**src/rtl/buf_fill_pkg.sv**
```systemverilog
// ----------------------------------------------------------------------------
// buf_fill_pkg
// Shared definitions for the buffer fill/drain controller:
//   - DEPTH_DEF / WIDTH_DEF : default buffer entry count and entry width
//   - state_e               : controller states (IDLE, FILL, DRAIN)
// ----------------------------------------------------------------------------
package buf_fill_pkg;

   localparam int DEPTH_DEF = 8;
   localparam int WIDTH_DEF = 4;

   typedef enum logic [1:0] {
      IDLE  = 2'd0,
      FILL  = 2'd1,
      DRAIN = 2'd2
   } state_e;

endpackage

```
**src/rtl/buf_fill_mem.sv**
```systemverilog
// ----------------------------------------------------------------------------
// buf_fill_mem
// DEPTH x WIDTH storage with synchronous write, combinational read and a
// synchronous clear of every entry on rst.
// Ports:
//   clk      in   clock
//   rst      in   synchronous active-high clear
//   we_i     in   write enable
//   waddr_i  in   write address
//   wdata_i  in   write data
//   raddr_i  in   read address
//   rdata_o  out  entry at raddr_i (combinational)
// ----------------------------------------------------------------------------
module buf_fill_mem
   import buf_fill_pkg::*;
#(
   parameter int DEPTH = DEPTH_DEF,
   parameter int WIDTH = WIDTH_DEF,
   localparam int AW   = $clog2(DEPTH)
) (
   input  logic             clk,
   input  logic             rst,
   input  logic             we_i,
   input  logic [AW-1:0]    waddr_i,
   input  logic [WIDTH-1:0] wdata_i,
   input  logic [AW-1:0]    raddr_i,
   output logic [WIDTH-1:0] rdata_o
);

   logic [WIDTH-1:0] mem_q [DEPTH];

   always_ff @(posedge clk) begin
      if (rst) begin
         for (int i = 0; i < DEPTH; i++) begin
            mem_q[i] <= '0;
         end
      end else if (we_i) begin
         mem_q[waddr_i] <= wdata_i;
      end
   end

   assign rdata_o = mem_q[raddr_i];

endmodule

```
**src/rtl/buf_fill_ctrl.sv**
```systemverilog
// ----------------------------------------------------------------------------
// buf_fill_ctrl
// Fills a DEPTH-entry buffer from sample_in (one entry per enabled FILL
// cycle), then drains it through a valid/ready port and pulses done.
//
// Handshake: a drain transfer happens on every posedge where out_valid and
// out_ready are both high; out_valid never drops and out_data never changes
// while a transfer is pending.
//
// Optional feature: define BUF_FILL_CTRL_AUTO_RESTART_EN to go straight from
// the final drain transfer back to FILL (pointers at 0) instead of IDLE.
//
// Ports:
//   clk        in   clock
//   rst        in   synchronous active-high reset
//   start      in   fill request (IDLE only)
//   enable     in   fill qualifier (FILL only)
//   sample_in  in   sample written on an enabled FILL cycle
//   out_ready  in   downstream ready (DRAIN only)
//   out_valid  out  drain data valid
//   out_data   out  buffer entry at the read pointer
//   out_last   out  valid entry is DEPTH-1
//   busy       out  FILL or DRAIN
//   full       out  DRAIN
//   fill_cnt   out  entries written and not yet drained
//   done       out  one-cycle pulse after the final drain transfer
//   state_dbg  out  current FSM state
// ----------------------------------------------------------------------------
module buf_fill_ctrl
   import buf_fill_pkg::*;
#(
   parameter int DEPTH = DEPTH_DEF,
   parameter int WIDTH = WIDTH_DEF
) (
   input  logic                   clk,
   input  logic                   rst,
   input  logic                   start,
   input  logic                   enable,
   input  logic [WIDTH-1:0]       sample_in,
   input  logic                   out_ready,
   output logic                   out_valid,
   output logic [WIDTH-1:0]       out_data,
   output logic                   out_last,
   output logic                   busy,
   output logic                   full,
   output logic [$clog2(DEPTH):0] fill_cnt,
   output logic                   done,
   output state_e                 state_dbg
);

   localparam int AW = $clog2(DEPTH);
   localparam int CW = AW + 1;

   state_e         state_q, state_d;
   logic [AW-1:0]  wr_ptr_q, wr_ptr_d;
   logic [AW-1:0]  rd_ptr_q, rd_ptr_d;
   logic [CW-1:0]  cnt_q, cnt_d;
   logic           done_q, done_d;

   logic           wr_en;
   logic           xfer;
   logic           last_wr;
   logic           last_rd;

   assign wr_en   = (state_q == FILL) && enable;
   assign xfer    = (state_q == DRAIN) && out_ready;
   assign last_wr = (wr_ptr_q == AW'(DEPTH - 1));
   assign last_rd = (rd_ptr_q == AW'(DEPTH - 1));

   // ---------------- state register ----------------
   always_ff @(posedge clk) begin
      if (rst) begin
         state_q <= IDLE;
      end else begin
         state_q <= state_d;
      end
   end

   // ---------------- next-state logic ----------------
   always_comb begin
      state_d = state_q;
      case (state_q)
         IDLE:  if (start) state_d = FILL;
         FILL:  if (wr_en && last_wr) state_d = DRAIN;
         DRAIN: begin
            if (xfer && last_rd) begin
`ifdef BUF_FILL_CTRL_AUTO_RESTART_EN
               state_d = FILL;
`else
               state_d = IDLE;
`endif
            end
         end
         default: state_d = IDLE;
      endcase
   end

   // ---------------- output logic ----------------
   always_comb begin
      out_valid = 1'b0;
      out_last  = 1'b0;
      full      = 1'b0;
      busy      = 1'b0;
      case (state_q)
         FILL: busy = 1'b1;
         DRAIN: begin
            busy      = 1'b1;
            full      = 1'b1;
            out_valid = 1'b1;
            out_last  = last_rd;
         end
         default: ;
      endcase
   end

   assign fill_cnt  = cnt_q;
   assign done      = done_q;
   assign state_dbg = state_q;

   // ---------------- pointers, count, done ----------------
   // Pointers are exactly AW bits and DEPTH is a power of two, so the
   // increment past DEPTH-1 wraps to 0 on its own; after the final drain
   // both pointers are 0 and the count is 0, ready for the next fill.
   always_comb begin
      wr_ptr_d = wr_ptr_q;
      rd_ptr_d = rd_ptr_q;
      cnt_d    = cnt_q;
      done_d   = 1'b0;
      case (state_q)
         IDLE: begin
            if (start) begin
               wr_ptr_d = '0;
               rd_ptr_d = '0;
               cnt_d    = '0;
            end
         end
         FILL: begin
            if (enable) begin
               wr_ptr_d = wr_ptr_q + AW'(1);
               cnt_d    = cnt_q + CW'(1);
            end
         end
         DRAIN: begin
            if (out_ready) begin
               rd_ptr_d = rd_ptr_q + AW'(1);
               cnt_d    = cnt_q - CW'(1);
               done_d   = last_rd;
            end
         end
         default: ;
      endcase
   end

   always_ff @(posedge clk) begin
      if (rst) begin
         wr_ptr_q <= '0;
         rd_ptr_q <= '0;
         cnt_q    <= '0;
         done_q   <= 1'b0;
      end else begin
         wr_ptr_q <= wr_ptr_d;
         rd_ptr_q <= rd_ptr_d;
         cnt_q    <= cnt_d;
         done_q   <= done_d;
      end
   end

   // ---------------- storage ----------------
   buf_fill_mem #(
      .DEPTH (DEPTH),
      .WIDTH (WIDTH)
   ) u_mem (
      .clk     (clk),
      .rst     (rst),
      .we_i    (wr_en),
      .waddr_i (wr_ptr_q),
      .wdata_i (sample_in),
      .raddr_i (rd_ptr_q),
      .rdata_o (out_data)
   );

endmodule
```
**config.mk**
```make
export PLATFORM = sky130hd
export DESIGN_NAME = buf_fill_ctrl
export DESIGN_NICKNAME = d
export VERILOG_FILES = /design/src/rtl/buf_fill_pkg.sv /design/src/rtl/buf_fill_mem.sv /design/src/rtl/buf_fill_ctrl.sv
export SDC_FILE = /design/constraint.sdc
export NUM_CORES = 1
export LEC_CHECK = 0
export CAP_MARGIN = 0
export CORE_MARGIN = 2
export CORE_UTILIZATION = 40
export CTS_BUF_LIST = sky130_fd_sc_hd__clkbuf_4
export CTS_CLUSTER_DIAMETER = 60
export CTS_CLUSTER_SIZE = 25
export DETAILED_ROUTE_END_ITERATION = 6
export HOLD_SLACK_MARGIN = 0.02
export RECOVER_POWER = 100
export REMOVE_ABC_BUFFERS = 1
export SYNTH_ARGS = -nofsm -noshare
export SYNTH_HDL_FRONTEND = slang
export SYNTH_HIERARCHICAL = 1
export SYNTH_SLANG_ARGS = --single-unit
```
**constraint.sdc**
```tcl
create_clock -name clk -period 3.2 [get_ports clk]
set_clock_uncertainty 0.15 [all_clocks]
set_input_delay 0.96 -clock clk [delete_from_list [all_inputs] [get_ports clk]]
set_output_delay 0.96 -clock clk [all_outputs]
set_load 0.005 [all_outputs]
```
# Yosys cells after proc, flatten, opt, wreduce, memory -nomap -nowiden

Memory sizes are Yosys's and may differ from the RTL's. A register that Yosys moved wholly into a read port is not among the register bits.
Cells that the tools add are included.

RAM bits: 32
Memories kept: 1
Logic and storage cells: 62
Output and inout bits: 15
Register bits: 13
Input port bits: 9

Bitwise gates (word level): 2
Mux-type cells: 26
Equality and inequality tests: 9
Reductions and logical operators: 15
$add $sub $neg: 4

Memory list:

| name        | depth | bits a word | rd ports | clocked after Yosys merged registers in | write ports | line               | text |
|---|---|---|---|---|---|---|---|
| u_mem.mem_q | 8     | 4           | 1        | 1                                       | 8           | buf_fill_mem.sv:30 | `logic [WIDTH-1:0] mem_q [DEPTH];` |

Operator list:

| cell                                                | count |
|---|---|
| 2-to-1 mux 3 bit                                    | 6 |
| 2-to-1 mux 4 bit                                    | 4 |
| case mux 3 bit (2 select lines)                     | 2 |
| case mux 4 bit (3 select lines)                     | 1 |
| 2-to-1 mux 1 bit                                    | 9 |
| AND reduction 3 bit                                 | 3 |
| adder 3 x 1 -> 3 bit, second input constant         | 2 |
| equality test 3 bit, second input constant          | 2 |
| 2-to-1 mux 2 bit                                    | 3 |
| != test 2 bit, second input constant                | 3 |
| case mux 2 bit (3 select lines)                     | 1 |
| adder 4 x 1 -> 4 bit, second input constant         | 1 |
| logical AND 1 bit                                   | 4 |
| != test 2 x 1 -> 1 bit, second input constant       | 2 |
| AND reduction 4 bit                                 | 1 |
| nonzero test 2 bit                                  | 2 |
| OR reduction 4 bit                                  | 1 |
| subtractor 4 x 1 -> 4 bit, second input constant    | 1 |
| nonzero test 3 bit                                  | 1 |
| OR reduction 3 bit                                  | 1 |
| equality test 2 x 1 -> 1 bit, second input constant | 1 |
| equality test 2 bit, second input constant          | 1 |
| zero test 2 bit                                     | 1 |
| inverter 1 bit                                      | 2 |
| OR reduction 2 bit                                  | 1 |

# Depth between registers and ports, before layout

Depth after elaboration: 7
Gate-level depth with buffers: 9
Mapped depth without buffers: 8

# Hierarchy

Netlist, hierarchy kept.

Modules (own cells, without submodules):

| module        | area an instance (um^2) | sequential area each (um^2) | cells an instance | times used |
|---|---|---|---|---|
| buf_fill_mem  | 1,534.0                 | 960.9                       | 103               | 1 |
| buf_fill_ctrl | 919.6                   | 260.2                       | 101               | 1 |

# Worst setup path before layout

OpenSTA, ideal clock, no wires.

Kind: input to register
From: in enable
To: mem u_mem/mem_q[6][0] in the netlist's numbering, enable pin
Path buffers: 1
Data required time: 2.712 ns
Arrival time: 2.031 ns
Cell stages on the path: 4
Library setup time: 0.338 ns
Slack: 0.681 ns
Cells stage by stage: and2_1 > or3b_2 > buf_2 > o21bai_1

RTL lines:

| element         | line                | text |
|---|---|---|
| start, declared | buf_fill_ctrl.sv:38 | `input logic enable,` |
| end, declared   | buf_fill_mem.sv:30  |  |

==> results <==
- The total power is between 1000 and 1500 uW.
- STA classifies the critical path startpoint as a flip-flop.
- The portion of total power attributed to the clock network is 0.235.
- The run finished with clean final reports.
- The via count is 1647.
- The count of final max-slew check failures was 0.
- The area growth from synthesis to final layout is 15.7%.
- The power per cell area is 525 mW/mm^2.
- Leaving out fill and tap cells, the most frequent cells in the layout are sky130_fd_sc_hd__nor3_1 (32), sky130_fd_sc_hd__edfxtp_1 (32), sky130_fd_sc_hd__nand2_1 (13), sky130_fd_sc_hd__ha_1 (13), sky130_fd_sc_hd__dfxtp_1 (12).
- Of the total power, registers draw 0.467.
- Along the worst path, the maximum fanout reaches 4.
- STA classifies the critical path endpoint as a primary output.
- At the end of the flow, the number of nets in the layout was approximately 260.
- In the global route stage, overall resource usage came out at 0.166.
- The share of total power in combinational logic is 0.298.
- Setup repair after global routing left no endpoint under its margin.
- The clock drives between 40 and 50 sinks.
- The category of the most critical setup path is flip-flop to primary output.
- After clock tree synthesis, the clock-pin slew on the worst setup and hold paths is 0.13 ns.
- The pin count of the biggest net entering global routing is 25.
- The share of synthesized registers carrying an async set or reset is 0.
- The number of buffers inserted for hold repair after clock tree synthesis is 0.
- The cell family contributing the most delay on the critical path is multiplexers.
- The floorplan step defined a core boundary enclosing ~0.0059 sq mm.
- The clock root buffer is sky130_fd_sc_hd__clkbuf_4.
- The number of antenna violations at the first check in global routing was 0.
- The total standard cell area after synthesis is roughly 0.0025 sq mm.
- After routing, the total negative slack on setup checks comes to 0 ns.
- In this run the static leakage power is 0.00102 uW.
- The remaining routing DRC violations is 0.
- In this run the critical register-to-register path is captured at u_mem/mem_q[7][3].
- The count of state elements after synthesis is 45.
- The net switching power is about 440 uW.
- The remaining number of nets flagged by the antenna check after routing is 0.
- The fraction of synthesized cell area in xor and xnor cells is 0.00714.
- The routed design has between 5000 and 6000 microns of wire.
- The transition time at the pin with the least slew margin is between 1 and 1.5 ns.
- The die outline width is 82.3 microns.
- The floorplan step defined a die boundary enclosing slightly below 0.007 sq mm.
- The met2 usage is 0.281.
- The global-route met1 utilization is 0.216.
- In the final routed layout, each cell accounts on average for roughly 16 microns.
- The fraction of final layout cells with drive strength greater than 1 is 0.120.
- The cell internal power dissipation is 1050 uW.
- The depth of the CTS H-tree is 2.
- The slack of the critical path is 0.135 ns.
- Of the total synthesized cell area, the portion taken by full adders, half adders and majority gates is 0.0663.
- The number of inserted filler cells in the final layout is between 500 and 600.
- The dominant synthesized flop cell is sky130_fd_sc_hd__edfxtp_1.
- The number of primary I/O pins is 24.
- For this run, the register share of the synthesized area comes to 0.498.
- The critical path starts at rd_ptr_q[0].
- Dividing the final minimum period by the clock period gives 0.958.
- For this run, the detailed router's first-pass iteration total came to 4.
- The number of buffer and inverter stages on the critical path is 2.
- The clock network latency to the later pin of the worst-skew pair is about 0.35 ns.
- The reported max-cap violation count is 0.
- The via count of the first global-routing pass is around 1.6k.
- The critical path goes through buf_4 -> mux4_1 -> mux2_2 -> dlygate4sd2_1.
- The worst hold path class is flip-flop to flip-flop.
- The fraction of the mapped netlist area in compound gates was 0.0862.
- In this run the critical register-to-register path is launched from state_dbg[1].
- The first global-routing pass estimated ~8300 microns of wire.
- For this run, the top clock speed supported by timing is ~330 MHz.
- The clock period could shrink to about 3 ns.
- Each instance of the synthesized netlist takes up on average between 10 and 15 sq um.
- Measured against the total synthesized area, the mux share comes to 0.117.
- Global routing finished with a remaining overflow of 0.
- The switching share of power is 0.296.
- After the first detailed-routing iteration, the DRC count stood at 100.
- The cell type of the slowest stage on the worst timing path is sky130_fd_sc_hd__mux4_1.
- The clock tree from TritonCTS is done.
- The global routing stage identified its most utilized layer as met2.
- Measured against its own limit, the worst slew margin works out to 0.303.
- The via density per instance is 5.33.
- The number of clock buffers added by TritonCTS is 5.
- The number of buffers inserted by port buffering is 23.
- The number of distinct library cells after synthesis is between 40 and 50.
- For the worst setup path, the data required time is about 2.1 ns.
- The routability-driven placement congestion ratio is 0.762.
- By area, the combinational part of the netlist is dominated by simple AND/OR/NAND/NOR gates.
- The number of cells after detailed placement is 300.
- In the global route stage, met3 resource usage came out at 0.0348.
- The data arrival time of the worst path is 1.96 ns.
- OpenSTA, run right after detailed placement, puts the worst setup slack at ~0.15 ns.
- For the worst flop-to-flop path, the logic depth is 7.
- The number of gates on the worst path with buffers counted is 4.
- Synthesis produced a netlist whose cell count is just over 200.
- The critical path endpoint is out_data[1].
- The count of synthesis-stage warnings from yosys is 6.
- The final HPWL from detailed placement is roughly 3700 microns.
- The maximum root-to-sink buffer count is 2.
- The row count is 28.
- Yosys mapped a number of flops with a built-in enable equal to 32.
- The number of antenna diodes in the final layout is 0.
- The total count of hold-check failures in the final report is 0.
- On the worst path, the slowest cell contributes a delay of around 0.55 ns.
- In this run the register-to-register setup slack is between 0.4 and 0.5 ns.
- For this configuration, the core starts out at a cell density of 0.414.
- Of the total synthesized cell area, the portion taken by AND, OR, NAND and NOR gates is 0.188.
- The count of non-filler cells in the finished layout is around 310.
- The final setup violation count is 0.
- The maximum VDD drop is between 0.0003 and 0.0004 V.
- The die is 82.3 microns tall.
==> state kept, by name, indices dropped and copies added (netlist names) <==
signal / cells
rd_ptr_q: 3
done: 1
state_dbg: 2
fill_cnt: 4
wr_ptr_q: 3
u_mem/mem_q: 32
==> synth_stat cells (2+ instances only) <==
cell type                   n  share of area
sky130_fd_sc_hd__a22oi_1    2         0.0061
sky130_fd_sc_hd__nor3_1    32          0.065
sky130_fd_sc_hd__nand2b_1   9          0.023
sky130_fd_sc_hd__buf_6      2         0.0092
sky130_fd_sc_hd__nand4b_1   2         0.0071
sky130_fd_sc_hd__o21bai_1   8          0.024
sky130_fd_sc_hd__mux4_1     8          0.086
sky130_fd_sc_hd__nor2_1     4         0.0061
sky130_fd_sc_hd__nand3_1    3         0.0061
sky130_fd_sc_hd__inv_1      3         0.0046
sky130_fd_sc_hd__nor2b_4    2          0.011
sky130_fd_sc_hd__dfxtp_1   13           0.11
sky130_fd_sc_hd__o21ai_0    3         0.0061
sky130_fd_sc_hd__clkinv_1   4         0.0061
sky130_fd_sc_hd__nand3b_1   3         0.0092
sky130_fd_sc_hd__a31oi_1    2         0.0051
sky130_fd_sc_hd__mux2i_1    2         0.0082
sky130_fd_sc_hd__mux2_2     5          0.023
sky130_fd_sc_hd__and2_1     2         0.0051
sky130_fd_sc_hd__nand2_1   13          0.020
sky130_fd_sc_hd__a21oi_1    8          0.016
sky130_fd_sc_hd__clkbuf_1   6         0.0092
sky130_fd_sc_hd__nand4_1    3         0.0076
sky130_fd_sc_hd__buf_2      2         0.0041
sky130_fd_sc_hd__ha_1      13          0.066
sky130_fd_sc_hd__edfxtp_1  32           0.39
==> worst min-delay path, delay by kind of cell (launching register included) <==
family           cells  cell delay (ns)
AND/OR/NAND/NOR      1             0.06
flip-flops           1             0.35
AO/OA/AOI/OAI        1             0.05
==> routing by layer <==
metal / routed length, microns / up-vias
li1: - / 830
met1: 2410 / 778
met2: 2460 / 33
met3: 165 / 6
met4: 57 / 0
met5: 0 / -
==> power groups by stage <==
stage / sequential, uW / clock [uW] / combinational (uW)
floorplan: 702 / 0 / 288
CTS: 697 / 365 / 464
detailed placement: 711 / 0 / 464
global placement: 710 / 0 / 464
finish: 696 / 350 / 443
global route: 703 / 384 / 495
==> metrics by stage <==
step | area [sq um] | hold WS (ns) | util
after floorplan | 2390 | 0.308 | -
after global placement | 2790 | 0.318 | 0.471
after detailed placement | 2790 | 0.324 | 0.471
after CTS | 2860 | 0.343 | 0.483
after global routing | 2840 | 0.348 | 0.479
final | 2840 | 0.333 | 0.479
==> worst min path at each step <==
stage / slack (ns) / depth (start not counted) / end / start
final: 0.33 / 2 / fill_cnt[2] / fill_cnt[2]
after global routing: 0.35 / 2 / fill_cnt[2] / fill_cnt[2]
after CTS: 0.34 / 2 / fill_cnt[2] / fill_cnt[2]
after detailed placement: 0.32 / 2 / fill_cnt[2] / fill_cnt[2]
after global placement: 0.32 / 2 / fill_cnt[2] / fill_cnt[2]
after floorplan: 0.31 / 2 / fill_cnt[2] / fill_cnt[2]
==> final cells by class <==
cell class | instances | area [sq um] | share of cell area
sequential | 45 | 1220 | 0.432
multi-input combinational | 140 | 1130 | 0.398
timing repair buffer | 34 | 285 | 0.101
tap | 75 | 93.8 | 0.0331
clock buffer | 6 | 45.0 | 0.0159
clock inverter | 2 | 33.8 | 0.0119
inverter | 7 | 26.3 | 0.00926
==> repair_timing <==
item	4_1_cts	5_1_grt
hold endpoints to repair	0	0
buffers inserted	1	0
endpoints found under the setup margin	4	0
resized for setup	9	0
==> kinds of logic (layout without fill, tap and decap cells) <==
family | Yosys count | in the layout
AOI/OAI and AO/OA | 29 | 29
xor gates and xnor gates | 2 | 2
adders and majority gates | 13 | 13
buffers and inverters | 19 | 49
DFF | 45 | 45
muxes | 15 | 15
and+or+nand+nor | 81 | 81
(Power assumes the default switching activity.)
